===== config.mk =====
export PLATFORM = sky130hd
export DESIGN_NAME = morse_letter_sequencer_flat
export DESIGN_NICKNAME = d
export VERILOG_FILES = /design/src/rtl/morse_letter_sequencer_if.sv /design/src/rtl/morse_letter_sequencer.sv /design/src/flat_wrapper.sv
export SDC_FILE = /design/constraint.sdc
export NUM_CORES = 1
export LEC_CHECK = 0
export BUFFER_PORTS_ARGS = -buffer_cell sky130_fd_sc_hd__clkbuf_2
export CAP_MARGIN = 20
export CORE_MARGIN = 2
export CORE_UTILIZATION = 40
export CTS_CLUSTER_DIAMETER = 30
export DETAILED_ROUTE_END_ITERATION = 12
export GPL_TIMING_DRIVEN = 0
export RECOVER_POWER = 100
export SLEW_MARGIN = 5
export SYNTH_ARGS = -nofsm -noshare
export SYNTH_HDL_FRONTEND = slang
export SYNTH_SLANG_ARGS = --single-unit

===== constraint.sdc =====
create_clock -name bigclk -period 3.1 [get_ports bigclk]
set_clock_uncertainty 0.15 [all_clocks]
set_input_delay 0.155 -clock bigclk [delete_from_list [all_inputs] [get_ports bigclk]]
set_output_delay 0.155 -clock bigclk [all_outputs]
set_load 0.03 [all_outputs]

===== src/rtl/morse_letter_sequencer_if.sv =====
// morse_letter_sequencer_if: head-of-queue letter handshake bus between the
// letter sequencer (master) and the character decoder (slave).
interface morse_letter_sequencer_if #(
  parameter int MAX_SYMS = 6
);
  logic [MAX_SYMS-1:0] letter_pattern;
  logic [2:0]          letter_len;
  logic                letter_space;
  logic                letter_valid;
  logic                letter_ready;

  modport master (
    output letter_pattern,
    output letter_len,
    output letter_space,
    output letter_valid,
    input  letter_ready
  );

  modport slave (
    input  letter_pattern,
    input  letter_len,
    input  letter_space,
    input  letter_valid,
    output letter_ready
  );
endinterface


===== src/rtl/morse_letter_sequencer.sv =====
// morse_letter_sequencer: assembles dit/dah symbol codes into letter patterns,
// queues finished letters in a small FIFO and presents the head entry on a
// valid/ready bus. Flags overlong letters (err_long) and lost letters (err_ovf).
// Optional build macro SPACE_ENTRY_EN: a word space seen while idle pushes a
// standalone {pattern=0, len=0, space=1} entry so the decoder sees every break.
module morse_letter_sequencer #(
  parameter int MAX_SYMS = 6,
  parameter int FIFO_AW  = 2
) (
  input  logic                     bigclk,
  input  logic                     reset_n,
  input  logic [2:0]               ditsdahs,
  morse_letter_sequencer_if.master letter_bus,
  output logic [FIFO_AW:0]         fifo_count,
  output logic                     err_long,
  output logic                     err_ovf
);

  localparam int                 DEPTH      = 1 << FIFO_AW;
  localparam logic [2:0]         LEN_MAX_C  = 3'(MAX_SYMS);
  localparam logic [FIFO_AW:0]   CNT_FULL_C = (FIFO_AW+1)'(DEPTH);
`ifdef SPACE_ENTRY_EN
  localparam logic               SPACE_ENTRY_C = 1'b1;
`else
  localparam logic               SPACE_ENTRY_C = 1'b0;
`endif

  typedef enum logic [1:0] {
    ST_IDLE     = 2'd0,
    ST_COLLECT  = 2'd1,
    ST_TOO_LONG = 2'd2
  } state_t;

  state_t              state_r;
  state_t              state_nxt_s;
  logic [2:0]          prev_code_r;
  logic                sym_s;
  logic                dah_s;
  logic                gap_s;
  logic                space_s;

  logic [MAX_SYMS-1:0] shift_r;
  logic [2:0]          len_r;

  logic                start_s;
  logic                append_s;
  logic                clear_s;
  logic                long_set_s;
  logic                push_req_s;
  logic [MAX_SYMS-1:0] push_pat_s;
  logic [2:0]          push_len_s;
  logic                push_spc_s;

  logic [MAX_SYMS-1:0] pat_mem_r [DEPTH];
  logic [2:0]          len_mem_r [DEPTH];
  logic                spc_mem_r [DEPTH];
  logic [FIFO_AW-1:0]  wr_ptr_r;
  logic [FIFO_AW-1:0]  rd_ptr_r;
  logic [FIFO_AW:0]    count_r;
  logic                full_s;
  logic                pop_s;
  logic                push_ok_s;
  logic                drop_s;
  logic                err_long_r;
  logic                err_ovf_r;

  // Decode the incoming code; a word space only counts on the first cycle of its run.
  always_comb begin
    sym_s   = (ditsdahs == 3'd1) || (ditsdahs == 3'd2);
    dah_s   = (ditsdahs == 3'd2);
    gap_s   = (ditsdahs == 3'd3);
    space_s = (ditsdahs == 3'd4) && (prev_code_r != 3'd4);
  end

  // Remember last cycle's code to detect the start of a word-space run.
  always_ff @(posedge bigclk or negedge reset_n) begin
    if (!reset_n) begin
      prev_code_r <= 3'd0;
    end else begin
      prev_code_r <= ditsdahs;
    end
  end

  // Assembler state register.
  always_ff @(posedge bigclk or negedge reset_n) begin
    if (!reset_n) begin
      state_r <= ST_IDLE;
    end else begin
      state_r <= state_nxt_s;
    end
  end

  // Assembler next-state logic.
  always_comb begin
    state_nxt_s = state_r;
    case (state_r)
      ST_IDLE: begin
        if (sym_s) begin
          state_nxt_s = ST_COLLECT;
        end else begin
          state_nxt_s = ST_IDLE;
        end
      end
      ST_COLLECT: begin
        if (sym_s && (len_r == LEN_MAX_C)) begin
          state_nxt_s = ST_TOO_LONG;
        end else if (gap_s || space_s) begin
          state_nxt_s = ST_IDLE;
        end else begin
          state_nxt_s = ST_COLLECT;
        end
      end
      ST_TOO_LONG: begin
        if (gap_s || space_s) begin
          state_nxt_s = ST_IDLE;
        end else begin
          state_nxt_s = ST_TOO_LONG;
        end
      end
      default: begin
        state_nxt_s = ST_IDLE;
      end
    endcase
  end

  // Assembler actions: shift-register control, letter commit and overlong flag.
  always_comb begin
    start_s    = 1'b0;
    append_s   = 1'b0;
    clear_s    = 1'b0;
    long_set_s = 1'b0;
    push_req_s = 1'b0;
    push_pat_s = {MAX_SYMS{1'b0}};
    push_len_s = 3'd0;
    push_spc_s = 1'b0;
    case (state_r)
      ST_IDLE: begin
        if (sym_s) begin
          start_s = 1'b1;
        end else if (space_s) begin
          push_req_s = SPACE_ENTRY_C;
          push_spc_s = SPACE_ENTRY_C;
        end else begin
          start_s = 1'b0;
        end
      end
      ST_COLLECT: begin
        if (sym_s) begin
          if (len_r == LEN_MAX_C) begin
            clear_s = 1'b1;
          end else begin
            append_s = 1'b1;
          end
        end else if (gap_s || space_s) begin
          push_req_s = 1'b1;
          push_pat_s = shift_r;
          push_len_s = len_r;
          push_spc_s = space_s;
          clear_s    = 1'b1;
        end else begin
          clear_s = 1'b0;
        end
      end
      ST_TOO_LONG: begin
        if (gap_s || space_s) begin
          long_set_s = 1'b1;
        end else begin
          long_set_s = 1'b0;
        end
      end
      default: begin
        clear_s = 1'b1;
      end
    endcase
  end

  // Letter shift register: first symbol lands in bit 0, dah = 1.
  always_ff @(posedge bigclk or negedge reset_n) begin
    if (!reset_n) begin
      shift_r <= {MAX_SYMS{1'b0}};
      len_r   <= 3'd0;
    end else if (start_s) begin
      shift_r <= (MAX_SYMS)'(dah_s);
      len_r   <= 3'd1;
    end else if (append_s) begin
      shift_r <= shift_r | ((MAX_SYMS)'(dah_s) << len_r);
      len_r   <= len_r + 3'd1;
    end else if (clear_s) begin
      shift_r <= {MAX_SYMS{1'b0}};
      len_r   <= 3'd0;
    end else begin
      shift_r <= shift_r;
      len_r   <= len_r;
    end
  end

  // FIFO push/pop qualification; a full FIFO still accepts when it pops the same cycle.
  always_comb begin
    full_s    = (count_r == CNT_FULL_C);
    pop_s     = (count_r != {(FIFO_AW+1){1'b0}}) && letter_bus.letter_ready;
    push_ok_s = push_req_s && (!full_s || pop_s);
    drop_s    = push_req_s && full_s && !pop_s;
  end

  // FIFO storage, pointers and occupancy.
  always_ff @(posedge bigclk or negedge reset_n) begin
    if (!reset_n) begin
      for (int i = 0; i < DEPTH; i++) begin
        pat_mem_r[i] <= {MAX_SYMS{1'b0}};
        len_mem_r[i] <= 3'd0;
        spc_mem_r[i] <= 1'b0;
      end
      wr_ptr_r <= {FIFO_AW{1'b0}};
      rd_ptr_r <= {FIFO_AW{1'b0}};
      count_r  <= {(FIFO_AW+1){1'b0}};
    end else begin
      if (push_ok_s) begin
        pat_mem_r[wr_ptr_r] <= push_pat_s;
        len_mem_r[wr_ptr_r] <= push_len_s;
        spc_mem_r[wr_ptr_r] <= push_spc_s;
        wr_ptr_r            <= wr_ptr_r + {{(FIFO_AW-1){1'b0}}, 1'b1};
      end
      if (pop_s) begin
        rd_ptr_r <= rd_ptr_r + {{(FIFO_AW-1){1'b0}}, 1'b1};
      end
      case ({push_ok_s, pop_s})
        2'b10:   count_r <= count_r + {{FIFO_AW{1'b0}}, 1'b1};
        2'b01:   count_r <= count_r - {{FIFO_AW{1'b0}}, 1'b1};
        default: count_r <= count_r;
      endcase
    end
  end

  // Sticky error flags, cleared only by reset.
  always_ff @(posedge bigclk or negedge reset_n) begin
    if (!reset_n) begin
      err_long_r <= 1'b0;
      err_ovf_r  <= 1'b0;
    end else begin
      err_long_r <= err_long_r | long_set_s;
      err_ovf_r  <= err_ovf_r | drop_s;
    end
  end

  assign letter_bus.letter_pattern = pat_mem_r[rd_ptr_r];
  assign letter_bus.letter_len     = len_mem_r[rd_ptr_r];
  assign letter_bus.letter_space   = spc_mem_r[rd_ptr_r];
  assign letter_bus.letter_valid   = (count_r != {(FIFO_AW+1){1'b0}});
  assign fifo_count                = count_r;
  assign err_long                  = err_long_r;
  assign err_ovf                   = err_ovf_r;

endmodule


===== src/flat_wrapper.sv =====
// flat-port wrapper written by rule: the top's interface ports become plain ports
module morse_letter_sequencer_flat 
#(
  parameter int MAX_SYMS = 6,
  parameter int FIFO_AW  = 2
)
  (bigclk, reset_n, ditsdahs, fifo_count, err_long, err_ovf, letter_bus_letter_pattern, letter_bus_letter_len, letter_bus_letter_space, letter_bus_letter_valid, letter_bus_letter_ready);
  morse_letter_sequencer_if #(.MAX_SYMS(MAX_SYMS)) letter_bus_i ();
  input  logic bigclk;
  input  logic reset_n;
  input  logic [2:0] ditsdahs;
  output logic [FIFO_AW:0] fifo_count;
  output logic err_long;
  output logic err_ovf;
  output wire logic [$bits(letter_bus_i.letter_pattern)-1:0] letter_bus_letter_pattern;
  output wire logic [$bits(letter_bus_i.letter_len)-1:0] letter_bus_letter_len;
  output wire logic [$bits(letter_bus_i.letter_space)-1:0] letter_bus_letter_space;
  output wire logic [$bits(letter_bus_i.letter_valid)-1:0] letter_bus_letter_valid;
  input wire logic [$bits(letter_bus_i.letter_ready)-1:0] letter_bus_letter_ready;
  assign letter_bus_letter_pattern = letter_bus_i.letter_pattern;
  assign letter_bus_letter_len = letter_bus_i.letter_len;
  assign letter_bus_letter_space = letter_bus_i.letter_space;
  assign letter_bus_letter_valid = letter_bus_i.letter_valid;
  assign letter_bus_i.letter_ready = letter_bus_letter_ready;
  morse_letter_sequencer #(.MAX_SYMS(MAX_SYMS), .FIFO_AW(FIFO_AW)) u_core (.bigclk(bigclk), .reset_n(reset_n), .ditsdahs(ditsdahs), .letter_bus(letter_bus_i), .fifo_count(fifo_count), .err_long(err_long), .err_ovf(err_ovf));
endmodule

# [Word level (Yosys, flattened, before mapping)]
# Cells that the tools add are included.
[word_totals] ff_bits=63 output_inout_bits=16 word_cells=114
[classes] n_addsub=5 order_cmp=3 n_eq_ne=11 shifts=1 n_mux=51 bitwise_logic=5 n_reduce_logical=17
[ops] op="2-to-1 mux 6 bit" n=9
[ops] op="2-to-1 mux 3 bit" n=9
[ops] op="bitwise mux 24 bit" n=1
[ops] op="2-to-1 mux 1 bit" n=19
[ops] op="binary-select mux 6 bit (select 2 bit)" n=1
[ops] op="bitwise mux 12 bit" n=1
[ops] op="demux 6 bit (select 2 bit)" n=1
[ops] op="equality test 3 bit, second input constant" n=3
[ops] op="logical AND 1 bit" n=7
[ops] op="adder 3 x 1 -> 3 bit, second input constant" n=2
[ops] op="binary-select mux 3 bit (select 2 bit)" n=1
[ops] op="demux 3 bit (select 2 bit)" n=1
[ops] op="equality test 3 x 2 -> 1 bit, second input constant" n=2
[ops] op="greater-or-equal comparator 3 bit, second input constant" n=2
[ops] op="NOT 2 -> 3 bit" n=2
[ops] op="OR 6 bit" n=1
[ops] op="case mux 2 bit (3 select lines)" n=1
[ops] op="case mux 3 bit (2 select lines)" n=1
[ops] op="nonzero test 3 bit" n=2
[ops] op="<< shifter 1 x 3 -> 6 bit" n=1
[ops] op="adder 2 x 1 -> 2 bit, second input constant" n=2
[ops] op="bitwise mux 4 bit" n=1
[ops] op="equality test 2 x 1 -> 1 bit, second input constant" n=2
[ops] op="equality test 2 bit, second input constant" n=2
[ops] op="14 further kinds" n=19

# [Longest topological paths before layout]
# Gate-level depths: netlist of run 1.
[depth] ltp_word=9 depth_mapped=10 depth_no_buf=9

# [Worst setup path before layout of run 1]
# Ideal clock, no wire load.
[synth_timing] path_kind="register to register" start="register u_core.count_r[1], in the netlist u_core.fifo_count[1]" end="register u_core.count_r[2], in the netlist u_core.fifo_count[2]" setup_ns=0.080 arrival_ns=2.464 required_ns=2.870 path_slack_ns=0.406 path_stages_with_launch=10 cell_sequence="dfrtp_1 > or4b_2 > buf_2 > nand3_1 > ha_1 > inv_1 > fa_1 > xor2_1 > nor2_1 > xor2_1"
[synth_via] elab_chain_len=6 word_cells_on_any_way=12
[synth_rtl] item="start: declaration" line_no="morse_letter_sequencer.sv:59" source="logic [FIFO_AW:0] count_r;"
[synth_rtl] item="start signal: assignment" line_no="morse_letter_sequencer.sv:215" source="count_r <= {(FIFO_AW+1){1'b0}};"
[synth_rtl] item="start signal: assignment" line_no="morse_letter_sequencer.sv:227" source="2'b10: count_r <= count_r + {{FIFO_AW{1'b0}}, 1'b1};"
[synth_rtl] item="start signal: assignment" line_no="morse_letter_sequencer.sv:228" source="2'b01: count_r <= count_r - {{FIFO_AW{1'b0}}, 1'b1};"
[synth_rtl] item="equality test 3 bit or nonzero test 3 bit (tied branches)" line_no="morse_letter_sequencer.sv:199, morse_letter_sequencer.sv:200"
[synth_rtl] item="logical NOT 1 bit or logical AND 1 bit (tied branches)" line_no="morse_letter_sequencer.sv:201, morse_letter_sequencer.sv:200"
[synth_rtl] item="logical OR 1 bit" line_no="morse_letter_sequencer.sv:201" source="push_ok_s = push_req_s && (!full_s || pop_s);"
[synth_rtl] item="logical AND 1 bit" line_no="morse_letter_sequencer.sv:201"
[synth_rtl] item="equality test 2 x 1 -> 1 bit or equality test 2 bit (tied branches)" line_no="morse_letter_sequencer.sv:226" source="case ({push_ok_s, pop_s})"
[synth_rtl] item="case mux 3 bit (2 select lines) or nonzero test 2 bit (tied branches)"
# Several ways; a longest one is shown, not always the timed one.
# A chain may end at the register's enable or synchronous reset.

# [Worst setup path after layout of run 1]
# Ends and elaborated chain as after synthesis.

==> results of run 1 <==
cells in the final DEF (no fill, tap or decap), types with 3 or more instances in the layout:
cell type      count
dfrtp_1           63
nand4_1            5
nor2_1             9
dlygate4sd3_1      4
mux4_2            10
clkbuf_8          12
xor2_1             4
xnor2_1            3
nand3_1            3
a21oi_1            7
mux2_2            41
clkbuf_2           3
and3_1             7
clkbuf_1          28
inv_1             13
nand2_1            3
ha_1               7
worst min path at each step:
stage | start | endpoint | slack [ns] | depth (start not counted)
floorplan | reset_n | u_core.err_long | -0.29 | 0
global placement | ditsdahs[2] | u_core.prev_code_r[2] | 0.20 | 1
detailed placement | reset_n | u_core.len_r[1] | -0.08 | 1
CTS | letter_bus_letter_ready | u_core.rd_ptr_r[0] | 0.04 | 3
global route | letter_bus_letter_ready | u_core.rd_ptr_r[0] | 0.14 | 3
finish | letter_bus_letter_ready | u_core.rd_ptr_r[0] | 0.09 | 3
cell type report:
type	instances	area, sq um	share of cell area, %
clock buffer	13	169	4.94
inverter	13	48.8	1.43
multi-input combinational	135	1300	38.0
buffer	9	35.0	1.02
timing repair buffer	26	126	3.70
tap	99	124	3.62
sequential	63	1580	46.1
clock inverter	3	40.0	1.17
kinds of logic (layout without fill, tap and decap cells):
group / count (synthesis) / after routing / share of synthesized area [%]
flops: 63 / 63 / 52.7
fa+ha+maj: 8 / 8 / 3.60
simple gates: 46 / 46 / 10.1
buf+inv: 22 / 64 / 2.93
xor+xnor: 7 / 7 / 2.05
compound gates: 22 / 22 / 5.31
mux: 52 / 52 / 23.3
worst reg2reg max path, cell delays in order (launching register included):
cell and delay [ns]:
dfrtp_1 0.41, or4b_2 0.66, clkbuf_1 0.19, nand3_1 0.19, ha_1 0.20, inv_1 0.06
fa_1 0.37, xor2_1 0.15, nor2_1 0.12, xor2_1 0.15
timing repair:
item                      in CTS  in global routing
hold buffers                   4                  0
resized for setup              0                  0
hold endpoints to repair      66                  0
layer usage:
| layer | global-route usage (%) | up-vias | share of wire, % |
|---|---|---|---|
| met5 | 0 | - | 0 |
| met4 | 6.15 | 0 | 1.3 |
| met3 | 3.01 | 8 | 2.3 |
| met2 | 23.0 | 24 | 46 |
| met1 | 21.1 | 908 | 50 |
| li1 | - | 867 | - |
report_power, final:
group | switching, mW | total [mW] | internal, mW
Clock | 0.301 | 0.736 | 0.435
Sequential | 0.0928 | 1.04 | 0.950
Combinational | 0.440 | 0.724 | 0.284
per-stage QoR:
stage / power, mW / utilization (%) / instances / hold slack, ns
5_1_grt: 2.67 / 47.1 / 361 / 0.141
3_3_place_gp: 1.80 / 44.4 / 340 / 0.198
4_1_cts: 2.57 / 48.2 / 361 / 0.0443
3_5_place_dp: 1.82 / 44.8 / 341 / -0.0834
2_1_floorplan: 1.62 / - / 220 / -0.291
6_report: 2.50 / 47.1 / 361 / 0.0929
sequential cells by signal (all words and copies together) (netlist names), 3 cells and up:
name	count
u_core.pat_mem_r	24
u_core.fifo_count	3
u_core.len_r	3
u_core.len_mem_r	12
u_core.spc_mem_r	4
u_core.prev_code_r	3
u_core.shift_r	6
==> run summary, run 1 <==
Status - finished clean
Clock-pin slew on the worst setup and hold paths - 0.07 ns
Core Region - 0.00725 sq mm
Die span in x - 90.5 microns
Max Clk Rate - 0.369 GHz
TritonCTS clock tree - done
Antenna violations before repair - 0
Dpl cell area - 0.00325 sq mm
Top delay family on crit path - simple AND/OR/NAND/NOR gates
Die area - 0.00818 sq mm
Worst-case reg-to-reg path depth - 9
Leakage - 1.63 nW
Drt wl/cell - 15.6 microns
Num CTS Buffers - 9
Synth-to-layout area growth - 14.3%
# nets final - 271
RSZ-0062 raised after global routing - false
Post-Synthesis Cells - 220
Crit Reg-Reg Endpoint - u_core.fifo_count[2]
Worst Hold Class - input port to flop
Async S/R FF share, synth - 100%
Pwr/cell area - 732 mW/mm^2
Final Hold Viols - 0
Cell Area, Synth - 0.00299 sq mm
Post-DP HPWL - 3810 microns
CP Data Required Time - 3.20 ns
Detailed-route wire length - 5640 microns
Yosys top cell area share - 52.7%
IO Pins - 22
Critical path startpoint category - flop
Drt pass-1 iters - 4
Vias in the first global route - 1,906
Reg-to-reg startpoint - u_core.fifo_count[1]
Vias - 1,807
Top cells by count, synth - dfrtp_1, mux2_2, inv_1
Layout cells sized above 1 - 29.0%
Synth warnings - 0
Final Cell Area - 0.00342 sq mm
Syn nets - 234
Worst-path maximum fanout - 6
Initial DRC Count - 51
Die Ht - 90.5 microns
Grt ovf - 0
Tcrit/Tclk final - 87.5%
# rows - 31
Antenna-violating nets left - 0
Synth Register Bits - 63
Final Wtd Congestion - 0.777
VDD IR max - 0.344 mV
Dominant synthesized flop cell - dfrtp_1
Clock Path Buffers - 2
Worst Setup EP - u_core.fifo_count[2]
Final worst path period need - 2.71 ns
Dpl ws - 0.396 ns
Fillers - 701
Slowest stage delay, CP - 0.66 ns
Rel. slew slack - 19.1%
Root buffer cell - clkbuf_8
H-tree depth - 3
Via/cell ratio - 5.01
EDFF count, synth - 0
Fin. max-slew vios - 0
Worst slew pin tran - 1.21 ns
Synth area leaders - dfrtp_1, mux2_2, mux4_2
Final TNS setup - 0 ns
PortBufs - 21
CP Launch Point - u_core.fifo_count[1]
CP dominant cell by count - xor2_1
Library cells used by synthesis - 45
R2R setup slack - 0.39 ns
DRC viols - 0
WP buf/inv - 2
Effective utilization at floorplan - 41.2%
Max-cap viol count - 0
CTS sink count - 63
Worst skew pair latency - 0.33 ns
CP arrival - 2.82 ns
# diodes - 0
Setup ws final - 0.388 ns
Largest net degree at the start of global routing - 51
Syn avg cell area - 13.6 sq um
Tot GR Track Use - 15.1%
Final setup viols - 0
Crit-path cells - or4b_2 -> clkbuf_1 -> nand3_1 -> ha_1 -> inv_1 -> fa_1 -> xor2_1 -> nor2_1 -> xor2_1
Top-count cell post-synth - dfrtp_1
Crit. End Element - flop
Cell taking the most area after synthesis - dfrtp_1
CP Class - flop to flop
WP depth - 9
Post-CTS setup buffer count - 0
Slowest-stage cell, CP - or4b_2
Global-route wire length before repair - 9640 microns
Post-synthesis sequential area ratio - 52.7%
No activity file was read; power rests on OpenSTA's default activity.
==> inputs of run 2 (changes only) <==
--- a/config.mk
+++ b/config.mk
@@ -7,6 +7,7 @@
 export LEC_CHECK = 0
 export BUFFER_PORTS_ARGS = -buffer_cell sky130_fd_sc_hd__clkbuf_2
 export CAP_MARGIN = 20
+export CORE_ASPECT_RATIO = 0.7
 export CORE_MARGIN = 2
 export CORE_UTILIZATION = 40
 export CTS_CLUSTER_DIAMETER = 30
==> run 2 against run 1 <==
- first-iteration DRC count is 69% higher
- via count increased by 2.5%
- global-route usage up 0.93 points
- die area increased by 0.13%
- cell area grew 0.37%
- total power increased by 2.6%
- clock power grew 9.0%
- maximum frequency fell by 1.3%
- clock-buffer cell count fell by 2
- non-clock buffer count unchanged
- cell count decreased by 0.28%
- critical path depth is the same
- critical path type unchanged
- largest power group unchanged
==> run summary, run 2 (synthesized netlist as in run 1, its figures left out) <==
Regs by FF count - u_core.pat_mem_r (24), u_core.len_mem_r (12), u_core.shift_r (6)
CTS sink count - 63 (unchanged)
H-tree depth - 3 (unchanged)
Pwr/cell area - 749 mW/mm^2 (+2.3%)
Vias in the first global route - 1,875 (-1.6%)
Final worst path period need - 2.75 ns (+0.0347 ns)
Core Region - 0.00729 sq mm (+0.47%)
# resized after CTS - 0 (unchanged)
Hold-fix buffers at CTS - 4 (unchanged)
Number of flip-flops in the largest register - 24 (unchanged)
Total power - 2.57 mW (+2.6%)
Grt ovf - 0 (unchanged)
Status - finished clean
Max Clk Rate - 0.364 GHz (-1.3%)
Clock-pin slew on the worst setup and hold paths - 0.07 ns (about the same)
Largest reg by FF count - u_core.pat_mem_r
Die area - 0.00819 sq mm (+0.13%)
Fin. max-slew vios - 0 (unchanged)
Die span in x - 107 microns (+19%)
Worst skew pair latency - 0.34 ns (about the same)
# rows - 26 (-16%)
DRC viols - 0 (unchanged)
Post-DP HPWL - 4020 microns (+5.6%)
Global-route wire length before repair - 9830 microns (+2.0%)
Tot GR Track Use - 16.0% (+0.93 points)
Most common cell after layout, fill and taps aside - dfrtp_1
CP Class - flop to flop
Final TNS setup - 0 ns (unchanged)
Final setup viols - 0 (unchanged)
Crit. End Element - flop
Initial DRC Count - 86 (+69%)
Die Ht - 76.3 microns (-16%)
Fin util - 47.1% (about the same)
Largest net degree at the start of global routing - 39 (-24%)
Worst slew pin tran - 1.41 ns (+0.200 ns)
CP arrival - 2.87 ns (+0.05 ns)
Layout cells sized above 1 - 29.0% (unchanged)
# nets final - 271 (unchanged)
VDD IR max - 0.469 mV (+36%)
IO Pins - 22 (unchanged)
Max-cap viol count - 0 (unchanged)
Num CTS Buffers - 9 (unchanged)
Drt wl/cell - 16.2 microns (+3.8%)
CP Data Required Time - 3.22 ns (+0.02 ns)
TritonCTS clock tree - done
Leakage - 1.63 nW (about the same)
Root buffer cell - clkbuf_8
Synth-to-layout area growth - 14.7%
Antenna violations before repair - 0 (unchanged)
PortBufs - 21 (unchanged)
Critical path startpoint category - flop
# diodes - 0 (unchanged)
Tcrit/Tclk final - 88.6% (+1.1 points)
Worst-path maximum fanout - 6 (unchanged)
Worst Hold Class - input port to flop
Vias - 1,853 (+2.5%)
Post-CTS setup buffer count - 0 (unchanged)
Final Hold Viols - 0 (unchanged)
Effective utilization at floorplan - 41.0% (-0.19 points)
Rel. slew slack - 5.80% (-13 points)
Drt pass-1 iters - 4 (unchanged)
RSZ-0062 raised after global routing - false
Detailed-route wire length - 5840 microns (+3.5%)
Antenna-violating nets left - 0 (unchanged)
Clock Path Buffers - 2 (unchanged)
Final Wtd Congestion - 0.882 (+14%)
Worst-case hold slack - 0.134 ns (+0.0407 ns)
Most frequent cells in the layout - dfrtp_1, mux2_2, clkbuf_1
Via/cell ratio - 5.15 (+2.8%)
-- run 2: worst paths after layout --
kind	depth (start not counted)	end	slack, ns	from
worst max register to register	9	u_core.fifo_count[2]	0.35	u_core.fifo_count[1]
worst min register to register	1	u_core.err_ovf	0.32	u_core.err_ovf
worst min-delay path	3	u_core.rd_ptr_r[0]	0.13	letter_bus_letter_ready
min in group asynchronous	2	u_core.pat_mem_r[16]	0.51	reset_n
max in group asynchronous	3	u_core.err_ovf	0.66	reset_n
worst max-delay path	9	u_core.fifo_count[2]	0.35	u_core.fifo_count[1]
-- run 2: area by class of cell --
| class | instances | area (sq um) |
|---|---|---|
| Fill cell | 702 | 3860 |
| Sequential cell | 63 | 1580 |
| Multi-Input combinational cell | 135 | 1300 |
| Clock buffer | 11 | 141 |
| Timing Repair Buffer | 26 | 126 |
| Tap cell | 98 | 123 |
| Clock inverter | 5 | 81.3 |
| Inverter | 13 | 48.8 |
| Buffer | 9 | 35.0 |
-- run 2: metrics by stage --
stage	instance area [sq um]	cells	setup WS, ns
global route	3430	360	0.141
detailed placement	3240	340	0.366
CTS	3500	360	0.326
finish	3430	360	0.353
floorplan	2990	220	0.406
global placement	3220	339	0.349
-- run 2: where the power goes --
| group | total (mW) | internal [mW] | leakage, nW | switching [mW] |
|---|---|---|---|---|
| combinational | 0.723 | 0.283 | 0.672 | 0.440 |
| sequential | 1.04 | 0.949 | 0.845 | 0.0949 |
| clock | 0.802 | 0.475 | 0.110 | 0.327 |
-- run 2: critical path: stages (launching register included) --
cell      delay [ns]
dfrtp_1         0.41
or4b_2          0.68
clkbuf_1        0.18
nand3_1         0.19
ha_1            0.21
inv_1           0.06
fa_1            0.37
xor2_1          0.15
nor2_1          0.12
xor2_1          0.15
-- run 2: routing by layer --
metal | global-route usage, % | part of all wire, % | up-vias
met2 | 22.0 | 42 | 36
met1 | 23.7 | 52 | 926
met5 | 0 | 0 | -
met4 | 3.46 | 0.93 | 0
li1 | - | - | 884
met3 | 6.59 | 5.1 | 7
